## config.mk

```make
export PLATFORM = sky130hd
export DESIGN_NAME = step_rate_ctrl
export DESIGN_NICKNAME = d
export VERILOG_FILES = /design/src/rtl/step_rate_pkg.sv /design/src/rtl/step_period_timer.sv /design/src/rtl/step_rate_ctrl.sv
export SDC_FILE = /design/constraint.sdc
export NUM_CORES = 1
export LEC_CHECK = 0
export BUFFER_PORTS_ARGS = -buffer_cell sky130_fd_sc_hd__clkbuf_2
export CAP_MARGIN = 20
export CORE_ASPECT_RATIO = 0.6
export CORE_UTILIZATION = 35
export DETAILED_ROUTE_END_ITERATION = 8
export PLACE_DENSITY = 0.51
export SKIP_LAST_GASP = 1
export SLEW_MARGIN = 20
export SYNTH_ARGS = -nofsm -noshare
export SYNTH_HDL_FRONTEND = slang
export SYNTH_HIERARCHICAL = 1
export SYNTH_SLANG_ARGS = --single-unit
```

## constraint.sdc

```tcl
create_clock -name clk -period 4.3 [get_ports clk]
set_input_delay 0.215 -clock clk [delete_from_list [all_inputs] [get_ports clk]]
set_output_delay 0.215 -clock clk [all_outputs]
set_load 0.01 [all_outputs]
```

## src/rtl/step_rate_pkg.sv

```systemverilog
// Shared state encoding and default profile constants for the step-rate controller.
package step_rate_pkg;

  typedef enum logic [2:0] {
    IDLE,
    ACCEL,
    CRUISE,
    DECEL,
    FIN
  } state_t;

  localparam int DEF_CNT_W     = 16;
  localparam int DEF_DIV_W     = 16;
  localparam int DEF_START_DIV = 10000;
  localparam int DEF_MIN_DIV   = 1000;
  localparam int DEF_ACC_STEP  = 500;

  // True in the states where the period timer is running.
  function automatic logic isMoving(input state_t s);
    return (s == ACCEL) || (s == CRUISE) || (s == DECEL);
  endfunction

endpackage

```

## src/rtl/step_period_timer.sv

```systemverilog
// Step period counter: counts while enabled and ticks for one cycle when the
// count reaches div-1, then wraps to zero. restart_i forces the count back to zero.
module step_period_timer #(
  parameter int DIV_W = 16
) (
  input  logic             clk,
  input  logic             cr,
  input  logic             restart_i,
  input  logic             en_i,
  input  logic [DIV_W-1:0] div_i,
  output logic             tick_o
);

  logic [DIV_W-1:0] cnt_q;

  assign tick_o = en_i && (cnt_q == (div_i - DIV_W'(1)));

  always_ff @(posedge clk or negedge cr) begin
    if (!cr) begin
      cnt_q <= '0;
    end else if (restart_i) begin
      cnt_q <= '0;
    end else if (en_i) begin
      cnt_q <= tick_o ? '0 : (cnt_q + DIV_W'(1));
    end
  end

endmodule

```

## src/rtl/step_rate_ctrl.sv

```systemverilog
// Trapezoidal step-rate profile generator feeding the three-phase step motor
// driver: linear ramp up, cruise, symmetric ramp down, with controlled stop.
module step_rate_ctrl
  import step_rate_pkg::*;
#(
  parameter int CNT_W     = DEF_CNT_W,
  parameter int DIV_W     = DEF_DIV_W,
  parameter int START_DIV = DEF_START_DIV,
  parameter int MIN_DIV   = DEF_MIN_DIV,
  parameter int ACC_STEP  = DEF_ACC_STEP
) (
  input  logic             clk,
  input  logic             cr,
  input  logic             start,
  input  logic             dir_in,
  input  logic [CNT_W-1:0] steps,
  input  logic             stop,
  output logic             step_clk,
  output logic             M,
  output logic             busy,
  output logic             done,
  output logic [CNT_W-1:0] steps_left
);

  localparam int DW1 = DIV_W + 1;
  localparam int CW1 = CNT_W + 1;
  localparam logic [DIV_W-1:0] START_D = DIV_W'(START_DIV);
  localparam logic [DIV_W-1:0] MIN_D   = DIV_W'(MIN_DIV);
  localparam logic [DIV_W-1:0] ACC_D   = DIV_W'(ACC_STEP);

  state_t           state_q, state_d;
  logic             stepClk_q, m_q, busy_q, done_q, stopLatch_q;
  logic [CNT_W-1:0] stepsLeft_q, stepsLeft_d, rampSteps_q, rampSteps_d, stepsAfter;
  logic [DIV_W-1:0] div_q, div_d, divUp, divDown;
  logic [DW1-1:0]   upSum;
  logic [CW1-1:0]   rampLimit;
  logic             accept, tick, timerEn;

  assign accept  = (state_q == IDLE) && start;
  assign timerEn = busy_q && isMoving(state_q);

  step_period_timer #(
    .DIV_W(DIV_W)
  ) uTimer (
    .clk      (clk),
    .cr       (cr),
    .restart_i(accept),
    .en_i     (timerEn),
    .div_i    (div_q),
    .tick_o   (tick)
  );

  // Profile decision taken at each step boundary; div_q is the period just used.
  // Sums are one bit wider so the clamps never see a wrapped value.
  always_comb begin
    stepsAfter  = stepsLeft_q - CNT_W'(1);
    upSum       = {1'b0, div_q} + DW1'(ACC_STEP);
    divUp       = (upSum >= DW1'(START_DIV)) ? START_D : upSum[DIV_W-1:0];
    divDown     = ({1'b0, div_q} < (DW1'(MIN_DIV) + DW1'(ACC_STEP))) ? MIN_D : (div_q - ACC_D);
    rampLimit   = {1'b0, rampSteps_q} + CW1'(state_q == ACCEL);

    state_d     = state_q;
    div_d       = div_q;
    stepsLeft_d = stepsAfter;
    rampSteps_d = rampSteps_q;

    if (stepsAfter == '0) begin
      state_d = FIN;
    end else if ((state_q != DECEL) && (({1'b0, stepsAfter} <= rampLimit) || stopLatch_q)) begin
      state_d = DECEL;
      div_d   = divUp;
      // A stop trims the move to the steps needed to retrace the ramp.
      if (stopLatch_q && (stepsAfter > rampSteps_q)) begin
        stepsLeft_d = rampSteps_q;
      end
      if (stopLatch_q && (rampSteps_q == '0)) begin
        state_d = FIN;
      end
    end else if (state_q == ACCEL) begin
      div_d       = divDown;
      rampSteps_d = (&rampSteps_q) ? rampSteps_q : (rampSteps_q + CNT_W'(1));
      if (divDown == MIN_D) begin
        state_d = CRUISE;
      end
    end else if (state_q == DECEL) begin
      div_d = divUp;
    end
  end

  always_ff @(posedge clk or negedge cr) begin
    if (!cr) begin
      state_q     <= IDLE;
      stepClk_q   <= 1'b0;
      m_q         <= 1'b0;
      busy_q      <= 1'b0;
      done_q      <= 1'b0;
      stopLatch_q <= 1'b0;
      stepsLeft_q <= '0;
      rampSteps_q <= '0;
      div_q       <= START_D;
    end else begin
      stepClk_q <= 1'b0;
      done_q    <= 1'b0;
      if (busy_q && (state_q != DECEL) && stop) begin
        stopLatch_q <= 1'b1;
      end
      unique case (state_q)
        IDLE: begin
          if (start) begin
            m_q         <= dir_in;
            stepsLeft_q <= steps;
            div_q       <= START_D;
            rampSteps_q <= '0;
            busy_q      <= 1'b1;
            state_q     <= (steps == '0) ? FIN : ACCEL;
          end
        end
        ACCEL, CRUISE, DECEL: begin
          if (tick) begin
            stepClk_q   <= 1'b1;
            stepsLeft_q <= stepsLeft_d;
            div_q       <= div_d;
            rampSteps_q <= rampSteps_d;
            state_q     <= state_d;
          end
        end
        FIN: begin
          done_q      <= 1'b1;
          busy_q      <= 1'b0;
          stopLatch_q <= 1'b0;
          state_q     <= IDLE;
        end
        default: state_q <= IDLE;
      endcase
    end
  end

  assign step_clk   = stepClk_q;
  assign M          = m_q;
  assign busy       = busy_q;
  assign done       = done_q;
  assign steps_left = stepsLeft_q;

endmodule

```

==> impl_metrics.env, run 1 <==
export IMPL_status="complete, no violations"
export IMPL_min_path_cells=3
export IMPL_rr_worst_depth=16
export IMPL_vdd_ir_drop_max_mv=0.1590
export IMPL_met2_length_um=7248
export IMPL_syn_cell_area_sq_um=6678
export IMPL_drt_pass1_iter_count=5
export IMPL_grt_setup_unrepaired="false"
export IMPL_floorplan_die_height_um=109.0
export IMPL_synth_top_area_share_pct=25.11
export IMPL_diodes=0
export IMPL_worst_slew_pin_slew_ns=1.012
export IMPL_m1WireLength_um=12690
export IMPL_cp_arrival_ns=4.36
export IMPL_design_die_area_sq_um=19650
export IMPL_routed_wl_um=22200
export IMPL_num_rows=38
export IMPL_start_kind="flop"
export IMPL_num_io_pins=41
export IMPL_synth_adder_area_share_pct=7.495
export IMPL_min_period_over_period_pct=95.07
export IMPL_fin_crit_ns=4.088
export IMPL_synth_xor_xnor_area_share_pct=10.08
export IMPL_synth_lib_cells_used_distinct=84
export IMPL_post_drt_via_cell_ratio=5.728
export IMPL_clock_root_buffer="sky130_fd_sc_hd__clkbuf_16"
export IMPL_multi_input_comb_area_sq_um=4532
export IMPL_synth_fp_nets=891
export IMPL_synthFlopType="sky130_fd_sc_hd__dfrtp_1"
export IMPL_worstSetupEndpointType="flop"
export IMPL_yosys_area_top_type="sky130_fd_sc_hd__dfrtp_1"
export IMPL_postSynthRegisterBits=72
export IMPL_synth_edff_count=0
export IMPL_synth_area_in_compound_gates_pct=22.41
export IMPL_h_tree_depth=3
export IMPL_design_final_nets=956
export IMPL_cts_clk_slew_worst_paths_ns=0.06
export IMPL_vias=6524
export IMPL_seq_area_frac_synth_pct=27.08
export IMPL_wire_per_inst_um=19.49
export IMPL_synthCells=830
export IMPL_asyncSetResetFlopFracSynth_pct=100.0
export IMPL_largest_net_degree_at_the_start_of_global_routing=58
export IMPL_dp_hpwl_um=17300
export IMPL_timing_clock_skew_ns=0.009005
export IMPL_timing_setup_tns_ns=0
export IMPL_drtIter0Drc=703
export IMPL_synth_yosys_warnings=6
export IMPL_synth_top_family_by_area="simple AND/OR/NAND/NOR gates"
export IMPL_antenna_found_initial=0
export IMPL_cts_max_path_buffers=2
export IMPL_cp_required_ns=4.58
export IMPL_core_region_area_sq_um=18350
export IMPL_critPathKind="flop to flop"
export IMPL_postRouteAntennaNets=0
export IMPL_synth_top_cells_by_count="sky130_fd_sc_hd__nor2_1, sky130_fd_sc_hd__a21oi_1, sky130_fd_sc_hd__dfrtp_1"
export IMPL_crit_fanout=12
export IMPL_grt_util_all_layers_pct=23.27
export IMPL_met3_length_um=2130
export IMPL_final_setup_viol_count=0
export IMPL_critical_path_cell_list="or2_2 > or3_4 > nor3_2 > nor3b_2 > xor2_1 > ha_1 > and3_1 > nand2_1 > a41oi_1 > and3_1 > a41oi_2 > o21a_2 > and4_4 > nand2_4 > or4_1 > a21oi_1"
export IMPL_clock_fmax_mhz=244.6
export IMPL_worst_path_largest_cell_delay_ns=0.47
export IMPL_area_growth_syn_to_layout_pct=16.32
export IMPL_clock_sinks=72
export IMPL_holdCritPathClass="input port to flop"
export IMPL_synth_simple_gate_area_share_pct=26.14
export IMPL_final_hold_violation_count=0
export IMPL_synth_area_leaders="sky130_fd_sc_hd__dfrtp_1, sky130_fd_sc_hd__ha_1, sky130_fd_sc_hd__xnor2_1"
export IMPL_place_gp_congestion=0.9360
export IMPL_syn_area_per_cell_sq_um=8.045
export IMPL_synthMostInstantiatedCell="sky130_fd_sc_hd__nor2_1"
export IMPL_drv_slew=0
export IMPL_number_of_global_route_vias_before_repair=5696
export IMPL_hold_start="dir_in"
export IMPL_die_width_um=180.3
export IMPL_lkg_pwr_nw=3.358
export IMPL_max_slew_margin_rel_pct=31.92
export IMPL_regArea_sq_um=1808
export IMPL_crit_reg_reg_startpoint="steps_left[1]$_DFFE_PN0P_"
export IMPL_p_per_area_nw_per_um2=190.2
export IMPL_timing_critical_path_from="steps_left[1]$_DFFE_PN0P_"
export IMPL_slowest_stage="sky130_fd_sc_hd__or3_4"
export IMPL_worst_skew_pair_late_latency_ns=0.36
export IMPL_starting_utilization_of_the_core_area_pct=36.39
export IMPL_numCtsBuffers=9
export IMPL_utilization_pct=42.32
export IMPL_drive_above_1_share_pct=19.35
export IMPL_maxCapViolCount=0
export IMPL_quantity_of_i_o_buffers_inserted_on_ports=40
export IMPL_nFillCells=1875
export IMPL_post_synth_mux_area_share_pct=1.180
export IMPL_remaining_global_route_overflow=0
export IMPL_grt_pass1_wl_um=34620
export IMPL_critPathMostFrequentCell="sky130_fd_sc_hd__and3_1"
export IMPL_drc_errors=0
export IMPL_cts_tree="yes"
export IMPL_top_signal_layer_used="met4"
-- placed cells by master (no fill, tap or decap), drive strengths merged, types with 26 or more instances in the layout --
cell	n
ha	40
nor3	27
nor2	95
xnor2	46
buf	62
nand2	55
nand4	26
o21ai	33
xor2	30
nand3	34
a21oi	70
inv	42
dfrtp	67
clkbuf	48
-- through the flow --
step / instances / hold slack [ns] / power (W) / setup slack (ns) / cell area, sq um
final: 1139 / 0.05783 / 0.001477 / 0.2118 / 7767
after detailed placement: 1123 / 0.09798 / 0.0007199 / 0.1377 / 7433
after global routing: 1139 / 0.08223 / 0.001521 / 0.002563 / 7767
after global placement: 1123 / 0.09848 / 0.0007204 / 0.1959 / 7433
after floorplan: 830 / -0.08059 / 0.0006910 / 0.1822 / 6678
after CTS: 1139 / 0.05321 / 0.001499 / 0.1179 / 7730
-- sequential cells by signal (all words and copies together) (netlist names) --
| register | flops |
|---|---|
| stopLatch_q | 1 |
| rampSteps_q | 16 |
| uTimer/cnt_q | 16 |
| steps_left | 16 |
| busy | 1 |
| M | 1 |
| div_q | 16 |
| done | 1 |
| state_q | 3 |
| step_clk | 1 |
-- final timing paths --
kind                                                    end  slack (ns)
max in group asynchronous                     M$_DFFE_PN0P_        2.97
worst min register to register                M$_DFFE_PN0P_        0.50
worst min-delay path                          M$_DFFE_PN0P_        0.06
min in group asynchronous        steps_left[10]$_DFFE_PN0P_        0.26
worst max-delay path            rampSteps_q[11]$_DFFE_PN0P_        0.21
worst max register to register  rampSteps_q[11]$_DFFE_PN0P_        0.21
-- cells by family after synthesis --
| group | after synthesis |
|---|---|
| compound gates | 216 |
| xor+xnor | 76 |
| fa+ha+maj | 40 |
| buf+inv | 90 |
| flops | 72 |
| mux | 7 |
| simple gates | 329 |
-- layout make-up --
| cell class | instances | share of cell area (%) |
|---|---|---|
| Multi-Input combinational cell | 668 | 58.34 |
| Sequential cell | 72 | 23.28 |
| Timing Repair Buffer | 102 | 8.795 |
| Tap cell | 240 | 3.866 |
| Clock buffer | 9 | 2.899 |
| Inverter | 42 | 2.030 |
| Clock inverter | 6 | 0.7893 |
-- layer usage --
metal  track usage (%)  up-vias
li1                  -     3170
met1             40.43     3067
met2             25.58      278
met3             6.413        9
met4             3.907        0
met5                 0        -
-- power by group --
group | switching (W) | internal (W) | total, W
Combinational | 0.0000208 | 0.00000855 | 0.0000293
Sequential | 0.000000000000000000105 | 0.000678 | 0.000678
Clock | 0.000326 | 0.000444 | 0.000770
Total | 0.000347 | 0.00113 | 0.00148
-- what timing repair did --
item,in CTS,in global routing
hold buffers,1,0
endpoints found under the hold margin,15,0
buffers inserted,0,0
resized for setup,0,9
setup endpoints to repair,0,44
-- critical path: cells and delay by family (launching register included) --
kind	cells	cell delay (ns)
compound gates	4	0.64
xor+xnor	1	0.22
flops	1	0.39
fa+ha+maj	1	0.27
simple gates	10	2.50
Note: power is estimated with default switching activity, not from simulation.
==> run 2, diff against run 1 <==
- PLACE_DENSITY: 0.51 -> 0.5
==> run 2 against run 1 <==
Against the previous run:
- maximum frequency shrank 3.1%
- cell count is 0.70% higher
- clock power increased by 2%
- sequential power barely moved
- count of clock-buffer cells in the layout grew 2
- critical path depth down 1
- power is 1.4% higher
- via count increased by 4.0%
- core utilization increased by 0.50 points
- register-to-register slack got worse by 0.13 ns
- sequential share of layout area is 0.27 points lower
- largest cell class unchanged
==> impl_metrics.env, run 2 (synthesis gave the netlist of run 1 again) <==
export IMPL_seq_power_share_pct=45.2
export IMPL_crit_reg_reg_startpoint="steps_left[2]$_DFFE_PN0P_"
export IMPL_remaining_global_route_overflow=0
export IMPL_p_per_area_nw_per_um2=190.6
export IMPL_drc_errors=0
export IMPL_post_layout_total_power_w=0.001498
export IMPL_grt_pass1_wl_um=35150
export IMPL_place_gp_congestion=0.9355
export IMPL_cts_clk_slew_worst_paths_ns=0.06
export IMPL_met2_length_um=7827
export IMPL_intPower_w=0.001152
export IMPL_diodes=0
export IMPL_clock_fmax_mhz=237.1
export IMPL_met3_length_um=2343
export IMPL_endpoint="rampSteps_q[13]$_DFFE_PN0P_"
export IMPL_cts_tree="yes"
export IMPL_wire_per_inst_um=19.91
export IMPL_timing_setup_tns_ns=0
export IMPL_numCtsBuffers=9
export IMPL_max_slew_margin_rel_pct=38.26
export IMPL_vdd_ir_drop_max_mv=0.1499
export IMPL_drtIter0Drc=796
export IMPL_slowest_stage="sky130_fd_sc_hd__or4_4"
export IMPL_layout_common_cells="sky130_fd_sc_hd__nor2_1, sky130_fd_sc_hd__dfrtp_1, sky130_fd_sc_hd__a21oi_1, sky130_fd_sc_hd__buf_4, sky130_fd_sc_hd__nand2_1"
export IMPL_status="complete, no violations"
export IMPL_final_hold_violation_count=0
export IMPL_reg2reg_slack_ns=0.08
export IMPL_h_tree_depth=3
export IMPL_num_io_pins=41
export IMPL_core_region_area_sq_um=18350
export IMPL_dp_hpwl_um=17630
export IMPL_maxCapViolCount=0
export IMPL_clock_root_buffer="sky130_fd_sc_hd__clkbuf_16"
export IMPL_timing_critical_path_from="steps_left[2]$_DFFE_PN0P_"
export IMPL_design_final_nets=963
export IMPL_crit_fanout=10
export IMPL_drv_slew=0
export IMPL_fin_crit_ns=4.218
export IMPL_worstSetupEndpointType="flop"
export IMPL_cp_arrival_ns=4.49
export IMPL_worst_slew_pin_slew_ns=0.9176
export IMPL_finish_instance_area_sq_um=7860
export IMPL_worst_path_largest_cell_delay_ns=0.53
export IMPL_drive_above_1_share_pct=20.18
export IMPL_min_period_over_period_pct=98.10
export IMPL_die_width_um=180.3
export IMPL_number_of_global_route_vias_before_repair=5962
export IMPL_holdCritPathClass="input port to flop"
export IMPL_top_signal_layer_used="met4"
export IMPL_combined_buffer_and_inverter_count_along_the_critical_path=1
export IMPL_floorplan_die_height_um=109.0
export IMPL_post_drt_via_cell_ratio=5.915
export IMPL_final_setup_viol_count=0
export IMPL_start_kind="flop"
export IMPL_critPathKind="flop to flop"
export IMPL_quantity_of_i_o_buffers_inserted_on_ports=40
export IMPL_worst_skew_pair_late_latency_ns=0.35
export IMPL_power_frac_clock_pct=52.7
export IMPL_mostFrequentLayoutCell="sky130_fd_sc_hd__nor2_1"
export IMPL_critPathTopFamily="simple AND/OR/NAND/NOR gates"
export IMPL_m1WireLength_um=12510
export IMPL_switching_share_pct=23.08
export IMPL_final_cell_count_no_fill=1147
export IMPL_critical_path_cell_list="or3_1 > or3_4 > nor4_1 > xor2_1 > buf_4 > ha_1 > nand2_1 > nor2_1 > and3_1 > a41oi_2 > o21a_2 > and4_4 > nand2_4 > or4_4 > a21oi_2"
export IMPL_cells_after_dpl=1122
export IMPL_worst_path_stages=15
export IMPL_r2r_end="rampSteps_q[13]$_DFFE_PN0P_"
export IMPL_vias=6784
export IMPL_timing_clock_skew_ns=0.007077
export IMPL_starting_utilization_of_the_core_area_pct=36.39
export IMPL_largest_net_degree_at_the_start_of_global_routing=73
export IMPL_grt_util_all_layers_pct=23.53
export IMPL_num_rows=38
export IMPL_combPwrFrac_pct=2.1
export IMPL_postRouteAntennaNets=0
export IMPL_switching_power_summed_over_all_nets_w=0.0003458
export IMPL_routed_wl_um=22830
export IMPL_cp_required_ns=4.57
export IMPL_cts_max_path_buffers=2
export IMPL_lkg_pwr_nw=3.416
export IMPL_area_growth_syn_to_layout_pct=17.71
export IMPL_dpl_instance_area_sq_um=7426
export IMPL_rr_worst_depth=15
export IMPL_design_die_area_sq_um=19650
export IMPL_clock_sinks=72
export IMPL_antenna_found_initial=0
export IMPL_drt_pass1_iter_count=5
[run 2: power by group through the flow]
| stage | Sequential (W) | Combinational, W | Clock, W |
|---|---|---|---|
| floorplan | 0.000690 | 0.000000886 | 0 |
| global placement | 0.000690 | 0.0000286 | 0 |
| detailed placement | 0.000690 | 0.0000295 | 0 |
| CTS | 0.000678 | 0.0000293 | 0.000803 |
| global route | 0.000677 | 0.0000355 | 0.000830 |
| finish | 0.000678 | 0.0000312 | 0.000789 |
[run 2: repair_timing]
action	in CTS	in global routing
setup buffers	0	7
hold endpoints to repair	0	39
hold buffers	0	1
gates resized for setup	0	14
setup endpoints to repair	0	41
[run 2: metrics by stage]
stage / setup WS, ns / hold slack, ns / utilization [%]
floorplan: 0.1822 / -0.08059 / -
global placement: 0.2176 / 0.4087 / 40.46
detailed placement: 0.09149 / 0.4305 / 40.46
CTS: 0.08035 / 0.06394 / 42.09
global route: -0.05659 / 0.08574 / 42.83
finish: 0.08188 / 0.06315 / 42.83
[run 2: how the worst min path moves through the flow]
stage                       from             to  cells after the start
after floorplan               cr  M$_DFFE_PN0P_                      0
after global placement    dir_in  M$_DFFE_PN0P_                      3
after detailed placement  dir_in  M$_DFFE_PN0P_                      3
after CTS                 dir_in  M$_DFFE_PN0P_                      3
after global routing      dir_in  M$_DFFE_PN0P_                      3
final                     dir_in  M$_DFFE_PN0P_                      3
[run 2: cell type report]
cell class	instances	area, sq um
fill	1784	10490
multi-input combinational	668	4547
sequential	72	1808
timing repair buffer	109	748.2
tap	240	300.3
clock buffer	11	242.7
inverter	42	157.7
clock inverter	5	56.30
[run 2: layer usage]
metal / up-vias / global-route usage [%]
li1: 3180 / -
met1: 3258 / 40.82
met2: 327 / 26.33
met3: 19 / 5.845
met4: 0 / 4.274
met5: - / 0
[run 2: worst reg2reg max path, delay by kind of cell (launching register included)]
kind | cells | cell delay [ns]
xor+xnor | 1 | 0.21
compound gates | 3 | 0.57
simple gates | 9 | 2.47
fa+ha+maj | 1 | 0.30
flops | 1 | 0.38
buf+inv | 1 | 0.20
